### config.mk
export PLATFORM = sky130hd
export DESIGN_NAME = seq_divider_flat
export DESIGN_NICKNAME = d
export VERILOG_FILES = /design/src/rtl/seq_divider_if.sv /design/src/rtl/seq_divider.sv /design/src/flat_wrapper.sv
export SDC_FILE = /design/constraint.sdc
export NUM_CORES = 1
export LEC_CHECK = 0
export CORE_MARGIN = 2
export CORE_UTILIZATION = 35
export CTS_BUF_LIST = sky130_fd_sc_hd__clkbuf_4 sky130_fd_sc_hd__clkbuf_8
export CTS_CLUSTER_SIZE = 24
export DETAILED_ROUTE_END_ITERATION = 7
export PLACE_DENSITY = 0.67
export SLEW_MARGIN = 20
export SYNTH_ARGS = -nofsm -noshare
export SYNTH_HDL_FRONTEND = slang
export SYNTH_SLANG_ARGS = --single-unit
export TNS_END_PERCENT = 30
### constraint.sdc
create_clock -name clk -period 7.58 [get_ports clk]
set_input_delay 1.516 -clock clk [delete_from_list [all_inputs] [get_ports clk]]
set_output_delay 1.516 -clock clk [all_outputs]
set_load 0.02 [all_outputs]
### src/rtl/seq_divider_if.sv
// seq_divider_if: start/operand/result bundle between a divider client and seq_divider.
interface seq_divider_if #(parameter int N = 8);
  logic start;
  logic [2*N-1:0] dividend;
  logic [N-1:0] divisor;
  logic busy;
  logic done;
  logic [2*N-1:0] quotient;
  logic [N-1:0] remainder;
  logic div_by_zero;
  modport master (
    output start, dividend, divisor,
    input busy, done, quotient, remainder, div_by_zero
  );
  modport slave (
    input start, dividend, divisor,
    output busy, done, quotient, remainder, div_by_zero
  );
endinterface

### src/rtl/seq_divider.sv
// seq_divider: radix-2 restoring divider, 2N-bit dividend by N-bit divisor, one quotient bit per clock.
module seq_divider #(parameter int N = 8) (
  input logic clk,
  input logic rst,
  seq_divider_if.slave bus
);
  localparam int CW = $clog2(2*N);
  typedef enum logic [1:0] {IDLE, RUN, DONE} state_t;
  state_t state, state_nxt;
  logic [2*N-1:0] d, q, q_nxt;
  logic [N-1:0] v, r, r_nxt;
  logic [N:0] t;
  logic [CW-1:0] cnt;
  logic accept, zero, ge, last;
  logic [2*N-1:0] quotient;
  logic [N-1:0] remainder;
  logic div_by_zero;
  assign accept = bus.start && state != RUN;
  assign zero = bus.divisor == '0;
  assign last = state == RUN && cnt == '0;
  // R < V keeps the partial remainder within N bits, so only T needs the extra bit
  assign t = {r, d[2*N-1]};
  assign ge = t >= {1'b0, v};
  assign r_nxt = ge ? N'(t - {1'b0, v}) : t[N-1:0];
  assign q_nxt = {q[2*N-2:0], ge};
  assign bus.busy = state == RUN;
  assign bus.done = state == DONE;
  assign bus.quotient = quotient;
  assign bus.remainder = remainder;
  assign bus.div_by_zero = div_by_zero;
  always_comb begin
    state_nxt = IDLE;
    state_nxt = accept ? (zero ? DONE : RUN) : state == RUN ? (last ? DONE : RUN) : IDLE;
  end
  always_ff @(posedge clk or posedge rst) begin
    if (rst) state <= IDLE;
    else state <= state_nxt;
  end
  always_ff @(posedge clk or posedge rst) begin
    if (rst) begin
      d <= '0;
      v <= '0;
      r <= '0;
      q <= '0;
      cnt <= '0;
      quotient <= '0;
      remainder <= '0;
      div_by_zero <= 1'b0;
    end else if (accept) begin
      d <= bus.dividend;
      v <= bus.divisor;
      r <= '0;
      q <= '0;
      cnt <= CW'(2*N-1);
      if (zero) begin
        quotient <= '1;
        remainder <= bus.dividend[N-1:0];
        div_by_zero <= 1'b1;
      end
    end else if (state == RUN) begin
      d <= d << 1;
      r <= r_nxt;
      q <= q_nxt;
      cnt <= cnt - 1'b1;
      if (last) begin
        quotient <= q_nxt;
        remainder <= r_nxt;
        div_by_zero <= 1'b0;
      end
    end
  end
endmodule

### src/flat_wrapper.sv
// flat-port wrapper written by rule: the top's interface ports become plain ports
module seq_divider_flat 
#(parameter int N = 8)
  (clk, rst, bus_start, bus_dividend, bus_divisor, bus_busy, bus_done, bus_quotient, bus_remainder, bus_div_by_zero);
  seq_divider_if #(.N(N)) bus_i ();
  input logic clk;
  input logic rst;
  input wire logic [$bits(bus_i.start)-1:0] bus_start;
  input wire logic [$bits(bus_i.dividend)-1:0] bus_dividend;
  input wire logic [$bits(bus_i.divisor)-1:0] bus_divisor;
  output wire logic [$bits(bus_i.busy)-1:0] bus_busy;
  output wire logic [$bits(bus_i.done)-1:0] bus_done;
  output wire logic [$bits(bus_i.quotient)-1:0] bus_quotient;
  output wire logic [$bits(bus_i.remainder)-1:0] bus_remainder;
  output wire logic [$bits(bus_i.div_by_zero)-1:0] bus_div_by_zero;
  assign bus_i.start = bus_start;
  assign bus_i.dividend = bus_dividend;
  assign bus_i.divisor = bus_divisor;
  assign bus_busy = bus_i.busy;
  assign bus_done = bus_i.done;
  assign bus_quotient = bus_i.quotient;
  assign bus_remainder = bus_i.remainder;
  assign bus_div_by_zero = bus_i.div_by_zero;
  seq_divider #(.N(N)) u_core (.clk(clk), .rst(rst), .bus(bus_i));
endmodule
== Word-level counts from Yosys, hierarchy flattened ==
Index checks and enable logic that the tools add are counted.

* Flip-flop bits (word level): 78
* Bits in latches: 0
* RAM bits: 0
* Bits in read-only memories: 0
* Input bits: 27
* Output and inout bits: 27
* Memories kept: 0

* $add $sub $neg: 2
* $mul: 0
* Div/mod/pow operators: 0
* $lt $le $gt $ge: 1
* Equality and inequality tests: 4
* Shift operators: 0
* Muxes and demuxes: 25
* Bitwise operators: 0
* Reduce and logical (&&, ||, !) cells: 7

{| class="wikitable"
|+ Operator list
! operator !! count
|-
| $mux 16 || 6
|-
| $mux 8 || 7
|-
| $mux 15 || 2
|-
| $ge 9x8->1 || 1
|-
| $logic_not 8->1 || 1
|-
| $mux 2 || 4
|-
| $mux 4 || 2
|-
| $sub 8x8->8 || 1
|-
| $logic_not 4->1 || 1
|-
| $mux 1 || 4
|-
| $reduce_bool 2->1 || 2
|-
| $sub 4x1->4 const B || 1
|-
| $reduce_and 3->1 || 1
|-
| $eq 2x1->1 const B || 1
|-
| $eq 2x2->1 const B || 1
|-
| $logic_and 1x1->1 || 2
|-
| $ne 2x1->1 const B || 1
|-
| $ne 2x2->1 const B || 1
|}

== Logic depth before layout (Yosys ltp) ==
Gate-level depths: netlist (run 1).

* Depth after elaboration: 5
* Mapped depth: 11

== Worst setup path after synthesis (run 1) ==
OpenSTA, ideal clock, no wires.

* Path kind: input-to-reg
* Start point: input bus_divisor[5]
* End point: register u_core.quotient[1], in the netlist u_core.bus.quotient[1]
* Setup time: 0.065 ns
* Arrival: 2.777 ns
* Path slack: 4.737 ns
* Stages: 8
* Buffers on the path: 2
* Cells stage by stage: nor4_1 > nand3_2 > and2_1 > buf_2 > inv_2 > buf_4 > o21ai_0 > nand2_1

* Cells in the longest elaborated chain, start to end: 3

{| class="wikitable"
|+ Ends and longest elaborated chain
! what !! line !! text
|-
| start: declaration || flat_wrapper.sv:10 || <nowiki>input wire logic [$bits(bus_i.divisor)-1:0] bus_divisor;</nowiki>
|-
| $logic_not 8->1 || seq_divider.sv:19 || <nowiki>assign zero = bus.divisor == '0;</nowiki>
|-
| $ne 2x2->1 (no line) || n/a ||
|-
| $reduce_and 3->1 (no line) || n/a ||
|-
| end signal: assignment || seq_divider.sv:66 || <nowiki>quotient <= q_nxt;</nowiki>
|-
| end: declaration || seq_divider.sv:15 || <nowiki>logic [2*N-1:0] quotient;</nowiki>
|}

Every way passes these cells.
A chain may end at the register's enable or synchronous reset.

== Worst setup path in the final report (run 1) ==
* Start point: register u_core.state[1]
* End point: output bus_busy

* Cells in the longest elaborated chain, start to end: 1

{| class="wikitable"
|+ Ends and longest elaborated chain
! what !! line !! text
|-
| start: declaration || seq_divider.sv:9 || <nowiki>state_t state, state_nxt;</nowiki>
|-
| start signal: assignment || seq_divider.sv:37 || <nowiki>else state <= state_nxt;</nowiki>
|-
| $eq 2x1->1 || seq_divider.sv:26 || <nowiki>assign bus.busy = state == RUN;</nowiki>
|-
| end: declaration || flat_wrapper.sv:11 || <nowiki>output wire logic [$bits(bus_i.busy)-1:0] bus_busy;</nowiki>
|}

Every way passes these cells.

==> results of run 1 <==
[state kept, by name, indices dropped and copies added (netlist names)]
signal	flops
u_core.cnt	4
u_core.d	16
u_core.v	8
u_core.q	15
u_core.state	2
u_core.bus.quotient	16
u_core.r	8
u_core.bus.remainder	8
u_core.bus.div_by_zero	1
[worst register-to-register path: stages, from the launching register on]
cell,delay (ns)
dfrtp_1,0.37
nand2b_1,0.43
inv_2,0.91
nor2_2,0.08
nand3_2,0.29
and2_1,0.57
inv_2,0.25
o22a_2,0.25
[final timing paths]
check | endpoint | start | slack (ns) | depth (start not counted)
max | bus_busy | u_core.state[1]$_DFF_PP0_ | 3.23 | 3
min | u_core.bus.quotient[7]$_DFFE_PP0P_ | u_core.bus.quotient[7]$_DFFE_PP0P_ | 0.47 | 2
max in group asynchronous | u_core.cnt[3]$_DFFE_PP0P_ | rst | 5.51 | 4
min in group asynchronous | u_core.q[8]$_DFFE_PP0P_ | rst | 1.49 | 3
min reg2reg | u_core.bus.quotient[7]$_DFFE_PP0P_ | u_core.bus.quotient[7]$_DFFE_PP0P_ | 0.47 | 2
max reg2reg | u_core.bus.quotient[0]$_DFFE_PP0P_ | u_core.state[1]$_DFF_PP0_ | 4.33 | 7
[metrics by stage]
stage / instance area [µm²] / util (%) / power (W) / hold slack (ns)
2_1_floorplan: 3720 / - / 0.00150 / 0.449
3_3_place_gp: 4340 / 42.0 / 0.00178 / 0.459
3_5_place_dp: 4340 / 42.0 / 0.00182 / 0.456
4_1_cts: 4540 / 44.0 / 0.00215 / 0.476
5_1_grt: 4570 / 44.2 / 0.00232 / 0.488
6_report: 4570 / 44.2 / 0.00213 / 0.469
[layer usage]
metal	vias to the layer above	wire length [µm]	GRT usage, %
li1	1428	-	-
met1	1337	3830	20.5
met2	59	3600	23.5
met3	10	340	4.38
met4	0	104	4.45
met5	-	0	0
[report_power, final]
group / internal [W] / switching, W
logic: 0.000448 / 0.000626
clock network: 0.000155 / 0.000165
registers: 0.000614 / 0.000121
total: 0.00122 / 0.000912
[synthesized netlist by cell type (2+ instances only)]
master | number | area, µm²
nand2_1 | 92 | 345
dfrtp_1 | 78 | 1950
o21ai_0 | 67 | 335
mux2i_1 | 22 | 220
nor2_1 | 22 | 82.6
clkbuf_1 | 16 | 60.1
inv_1 | 16 | 60.1
ha_1 | 10 | 125
a21oi_1 | 9 | 45.0
nand3_1 | 9 | 45.0
a221oi_1 | 4 | 35.0
buf_4 | 4 | 30.0
a31oi_1 | 3 | 18.8
and3_1 | 3 | 18.8
nor2b_1 | 3 | 18.8
a211oi_1 | 2 | 15.0
buf_2 | 2 | 10.0
inv_2 | 2 | 7.51
mux2_2 | 2 | 22.5
nand2b_1 | 2 | 12.5
nand3b_1 | 2 | 15.0
nor4_1 | 2 | 12.5
xnor2_1 | 2 | 17.5
[logic make-up after synthesis]
| logic type | Yosys count | synth area share [%] |
|---|---|---|
| adders and majority gates | 11 | 3.90 |
| and+or+nand+nor | 141 | 16.2 |
| DFF | 78 | 52.5 |
| muxes | 25 | 6.93 |
| xor gates and xnor gates | 3 | 0.707 |
| buffers and inverters | 41 | 4.61 |
| AOI/OAI and AO/OA | 96 | 15.1 |
[layout make-up]
cell class                 instances  area (µm²)
clock inverter                     7        78.8
multi-input combinational        276        1590
fill                            1002        5760
sequential                        78        1950
timing repair buffer              57         581
inverter                          18        67.6
tap                              136         170
clock buffer                       9         124
==> out/qor.yml, run 1 <==
grt_usage_pct: 15.1
postCtsSetupRepairBufs: 0
fmax_mhz: 230
finalSetupViolCount: 0
min_period_ns: 4.35
cts-htree-levels: 3
drc: 0
period_share_pct: 57.4
grt_antenna_before_repair: 0
synth_cell_types: 44
io_buffers: 53
powerDensity_mw_per_mm2: 466
cts_tree: "built"
rows: 37
cp_top_family: "buffers and inverters"
grt_pass1_wl_mm: 13.6
cts_sinks: 78
slowest_stage: "inv_2"
clk_path_buf_depth: 2
ios: 54
synth-edff-count: 0
final-instance-count-excl-fill: 581
critPathRequiredTime_ns: 6.06
p_leak_nw: 2.06
vias_per_cell: 4.88
setup_slack_ns: 3.23
layout-drive-gt1-share_pct: 7.64
die-area_mm2: 0.0115
wire_per_inst_um: 13.6
final_hold_viol_count: 0
globalplace.congestion: 0.784
synthesis.area_mm2: 0.00372
core_area_mm2: 0.0103
die_height_um: 107
rsz0062_at_grt: "no"
initial_utilization_pct: 36.0
arrival_ns: 2.84
area_growth_pct: 22.9
setup_tns_ns: 0
synth_fp_nets: 433
slowest_delay_ns: 0.91
gr-total-overflow: 0
vias: 2834
worstMarginPinSlew_ns: 1.04
clock_latency_ns: 0.36
irDropWorstVdd_mv: 0.172
critPathBufInv: 2
grt_pass1_vias: 2822
pre_cts_ws_ns: 3.21
ctsHoldBuffers: 0
clkTransAtPathRegs_ns: 0.09
path_cells: "nand2b_1 -> inv_2 -> clkdlybuf4s50_1"
numCtsBuffers: 9
mostFrequentLayoutCell: "nand2_1"
fin_worst_skew_ns: 0.0132
dp.cells: 564
cts-root-buf: "clkbuf_8"
cp-end-kind: "primary output"
status: "finished, final reports clean"
nets: 478
synth.avg_cell_area_um2: 9.41
die_w_um: 107
synth-main-ff-cell: "dfrtp_1"
yosysSeqAreaShare_pct: 52.5
layout_common_cells: "nand2_1 (92), dfrtp_1 (78), o21ai_0 (67)"
diodes: 0
path_class: "flop to primary output"
routed_wl_mm: 7.88
ys_ff_latch: 78
drv_cap: 0
start_kind: "flop"
hold_path.class: "flop to flop"
ant_nets: 0
grt_max_degree: 79
syn-instance-count: 395
drt_first_pass_iters: 4
relSlewSlack_pct: 30.7
cp_max_fo: 74
synthArstFlopShare_pct: 100
ctsResizeCount: 0
hpwl_mm: 5.50
synth-warning-count: 0
drt_iter0_markers: 85
drv_slew: 0
Note: power is estimated with default switching activity, not from simulation.
==> run 2: changes to the inputs <==
PLACE_DENSITY = 0.7   (was 0.67)
clock period = 3.9 ns   (was 7.58 ns; I/O delays follow)
==> run 2 against run 1 <==
- first-iteration DRC count is 41% higher
- wire length fell by 1.0%
- total power increased by 93%
- final area fell by 0.33%
- worst setup slack got worse by 2.3 ns
- clock power grew 79%
- register-to-register slack worse by 3.2 ns
- critical path depth increased by 1
- clock skew down 0.0040 ns
==> out/qor.yml, run 2 (synthesized netlist as in run 1, its figures left out) <==
reg_top3: "u_core.bus.quotient: 16 flops, u_core.d: 16 flops, u_core.q: 15 flops"
cts-htree-levels: 3
slowest_stage: "clkdlybuf4s50_1"
relSlewSlack_pct: 60.0
ant_nets: 0
grt_max_degree: 40
cts_tree: "built"
die_w_um: 107
final-instance-count-excl-fill: 584
die_height_um: 107
ios: 54
grt_usage_pct: 14.6
rows: 37
dp.cells: 568
drc: 0
path_cells: "nand2b_1 -> buf_4 -> inv_2 -> clkdlybuf4s50_1"
postCtsSetupRepairBufs: 0
clock_latency_ns: 0.35
ctsResizeCount: 0
critPathRequiredTime_ns: 3.12
clk_path_buf_depth: 2
power.total_w: 0.00410
drv_cap: 0
hpwl_mm: 5.62
drt_first_pass_iters: 4
grt_pass1_vias: 2778
initial_utilization_pct: 36.0
clkTransAtPathRegs_ns: 0.09
rsz0062_at_grt: "no"
p_leak_nw: 2.06
finalSetupViolCount: 0
powerDensity_mw_per_mm2: 901
area_growth_pct: 22.5
numCtsBuffers: 9
diodes: 0
irDropWorstVdd_mv: 0.332
fin_worst_skew_ns: 0.00920
start_kind: "flop"
grt_pass1_wl_mm: 13.3
cp_max_fo: 39
layout-drive-gt1-share_pct: 8.26
cts-root-buf: "clkbuf_8"
nets: 481
cp-end-kind: "primary output"
arrival_ns: 2.22
globalplace.congestion: 0.787
mostFrequentLayoutCell: "nand2_1"
layout_common_cells: "nand2_1 (92), dfrtp_1 (78), o21ai_0 (67)"
worstMarginPinSlew_ns: 0.601
io_buffers: 53
vias_per_cell: 4.93
core_area_mm2: 0.0103
routed_wl_mm: 7.80
die-area_mm2: 0.0115
timing.reg2reg.setup_slack_ns: 1.15
ctsHoldBuffers: 0
fmax_mhz: 333
final_hold_viol_count: 0
path_class: "flop to primary output"
min_period_ns: 3.00
drt_iter0_markers: 120
vias: 2882
drv_slew: 0
gr-total-overflow: 0
setup_tns_ns: 0
slowest_delay_ns: 0.72
grt_antenna_before_repair: 0
period_share_pct: 76.9
hold_path.class: "flop to flop"
wire_per_inst_um: 13.3
status: "finished, final reports clean"
cts_sinks: 78
[run 2: cell types whose count changed in the layout (fill, tap and decap cells not counted)]
| cell | delta |
|---|---|
| inv_8 | +1 |
| bufinv_16 | -1 |
| clkinv_4 | +1 |
| buf_16 | -1 |
| clkinvlp_4 | -1 |
| buf_4 | +4 |
[run 2: worst max-delay path, delay by kind of cell (launching register included)]
| family | cells | cell delay (ns) |
|---|---|---|
| flip-flops | 1 | 0.38 |
| buffers and inverters | 3 | 1.35 |
| AND/OR/NAND/NOR | 1 | 0.14 |
[run 2: report_power, final]
part           leakage (nW)  internal (W)  switching, W
clock network        0.0888      0.000243      0.000329
logic                  1.02      0.000886       0.00122
registers             0.950       0.00119      0.000236
total                  2.06       0.00232       0.00178
[run 2: per-stage QoR]
stage	util (%)	hold WS, ns	instance area, µm²	setup slack [ns]
5_1_grt	44.1	0.498	4550	0.748
2_1_floorplan	-	0.449	3720	1.12
6_report	44.1	0.474	4550	0.900
3_3_place_gp	42.3	0.457	4370	0.754
3_5_place_dp	42.3	0.462	4370	0.681
4_1_cts	44.1	0.483	4550	0.881
[run 2: final cells by class]
cell class / count / area (µm²)
fillers: 979 / 5770
flip-flops and latches: 78 / 1950
multi-input cells: 276 / 1590
repair buffers: 60 / 583
well taps: 136 / 170
clock buffers: 9 / 124
inverters: 18 / 67.6
clock inverters: 7 / 61.3
[run 2: final timing paths]
path                                                 endpoint                                from  cells past startpoint
max reg2reg                u_core.bus.quotient[0]$_DFFE_PP0P_           u_core.state[1]$_DFF_PP0_                      8
min in group asynchronous             u_core.q[9]$_DFFE_PP0P_                                 rst                      2
min reg2reg                u_core.bus.quotient[7]$_DFFE_PP0P_  u_core.bus.quotient[7]$_DFFE_PP0P_                      2
max in group asynchronous             u_core.d[0]$_DFFE_PP0P_                                 rst                      3
min                        u_core.bus.quotient[7]$_DFFE_PP0P_  u_core.bus.quotient[7]$_DFFE_PP0P_                      2
max                                                  bus_busy           u_core.state[1]$_DFF_PP0_                      4
[run 2: layer usage]
metal	up-vias	track usage [%]	wire length [µm]
met5	-	0	0
met4	0	3.80	78
met3	8	4.07	467
met2	62	23.0	3480
met1	1378	19.8	3770
li1	1434	-	-
==> run 3: changes to the inputs <==
clock period = 2.73 ns   (was 3.9 ns; I/O delays follow)
==> run 3 against run 2 <==
- sequential power is 43% higher
- flip-flop and latch count stayed put
- utilization is 0.63 points higher
- first-iteration DRC count is 30% higher
- non-clock buffer count is 3 higher
- clock power is 66% higher
- wire length is 3.7% higher
- register-to-register slack worse by 0.73 ns
- critical path depth is 1 lower
- sequential share of layout area is 0.60 points lower
- largest cell class unchanged
- largest power group unchanged
==> out/qor.yml, run 3 (synthesized netlist as in run 1, its figures left out) <==
grt_pass1_vias: 2713
rsz0062_at_grt: "no"
grt_usage_pct: 14.9
grt_max_degree: 79
cts_tree: "built"
irDropWorstVdd_mv: 0.491
initial_utilization_pct: 36.0
setup_tns_ns: 0
critPathBufInv: 2
fmax_mhz: 424
core_area_mm2: 0.0103
gr-total-overflow: 0
die_w_um: 107
p_leak_nw: 2.09
hold_path.class: "flop to flop"
cp-end-kind: "primary output"
ant_nets: 0
drt_first_pass_iters: 4
min_period_ns: 2.36
vias: 2871
reg_top3: "u_core.bus.quotient: 16 flops, u_core.d: 16 flops, u_core.q: 15 flops"
design_area_mm2: 0.00462
ios: 54
worstMarginPinSlew_ns: 0.695
slowest_delay_ns: 0.67
grt_antenna_before_repair: 0
grt_pass1_wl_mm: 13.5
path_cells: "nand2b_1 -> inv_2 -> clkdlybuf4s50_1"
drc: 0
rows: 37
clock_latency_ns: 0.34
relSlewSlack_pct: 53.2
clkTransAtPathRegs_ns: 0.08
cts_sinks: 78
diodes: 0
layout-drive-gt1-share_pct: 8.67
final.fill_count: 1007
cp_top_family: "buffers and inverters"
fin_worst_skew_ns: 0.00653
status: "finished, final reports clean"
die_height_um: 107
layout_common_cells: "nand2_1 (92), dfrtp_1 (78), o21ai_0 (67)"
critPathRequiredTime_ns: 2.18
drv_slew: 0
globalplace.congestion: 0.823
placed_area_mm2: 0.00440
nets: 484
hpwl_mm: 5.75
postCtsSetupRepairBufs: 0
clk_path_buf_depth: 2
numCtsBuffers: 9
wire_per_inst_um: 13.8
path_class: "flop to primary output"
mostFrequentLayoutCell: "nand2_1"
slowest_stage: "clkdlybuf4s50_1"
finalSetupViolCount: 0
arrival_ns: 1.81
cp.depth: 3
vias_per_cell: 4.90
ctsResizeCount: 0
powerDensity_mw_per_mm2: 1310
start_kind: "flop"
cts-root-buf: "clkbuf_8"
final_hold_viol_count: 0
routed_wl_mm: 8.08
cp_max_fo: 19
min_path_cells: 2
period_share_pct: 86.4
ff2ff_path_depth: 9
die-area_mm2: 0.0115
drt_iter0_markers: 156
area_growth_pct: 24.2
drv_cap: 0
ctsHoldBuffers: 0
cts-htree-levels: 3
io_buffers: 53
-- run 3: worst register-to-register path: stages (launching register included) --
cell	delay [ns]
dfrtp_1	0.36
inv_1	0.06
ha_1	0.21
fa_1	0.41
or2b_1	0.25
a21oi_1	0.23
mux2i_1	0.21
o2111ai_1	0.12
mux2i_1	0.20
a221oi_1	0.11
-- run 3: final timing paths --
| check | start | endpoint | slack, ns |
|---|---|---|---|
| max in group asynchronous | rst | u_core.d[6]$_DFFE_PP0P_ | 1.79 |
| worst max register to register | u_core.d[15]$_DFFE_PP0P_ | u_core.bus.remainder[6]$_DFFE_PP0P_ | 0.42 |
| min in group asynchronous | rst | u_core.bus.quotient[9]$_DFFE_PP0P_ | 0.59 |
| worst max-delay path | u_core.state[1]$_DFF_PP0_ | bus_busy | 0.37 |
| worst min-delay path | u_core.bus.quotient[6]$_DFFE_PP0P_ | u_core.bus.quotient[6]$_DFFE_PP0P_ | 0.47 |
| worst min register to register | u_core.bus.quotient[6]$_DFFE_PP0P_ | u_core.bus.quotient[6]$_DFFE_PP0P_ | 0.47 |
-- run 3: layout make-up --
cell class / count / area, µm² / share of cell area (%)
Multi-Input combinational cell: 276 / 1590 / 34.5
Sequential cell: 78 / 1950 / 42.3
Tap cell: 136 / 170 / 3.69
Inverter: 18 / 67.6 / 1.46
Clock inverter: 5 / 83.8 / 1.82
Clock buffer: 10 / 131 / 2.85
Timing Repair Buffer: 63 / 618 / 13.4
-- run 3: routing by layer --
metal	vias up	GRT usage [%]	wire (µm)
met5	-	0	0
met4	0	3.99	74
met3	7	3.83	470
met2	69	21.8	3590
met1	1359	21.8	3950
li1	1436	-	-
-- run 3: through the flow --
step / util [%] / total power (W) / setup slack, ns / hold slack [ns] / cells
6_report: 44.7 / 0.00604 / 0.372 / 0.469 / 586
5_1_grt: 44.7 / 0.00658 / 0.255 / 0.497 / 586
4_1_cts: 44.7 / 0.00608 / 0.361 / 0.476 / 586
3_5_place_dp: 42.6 / 0.00510 / 0.210 / 0.457 / 571
3_3_place_gp: 42.6 / 0.00501 / 0.278 / 0.454 / 571
2_1_floorplan: - / 0.00416 / 0.189 / 0.449 / 395
-- run 3: where the power goes --
group / switching [W] / internal [W]
logic: 0.00176 / 0.00129
clock network: 0.000428 / 0.000524
registers: 0.000335 / 0.00170
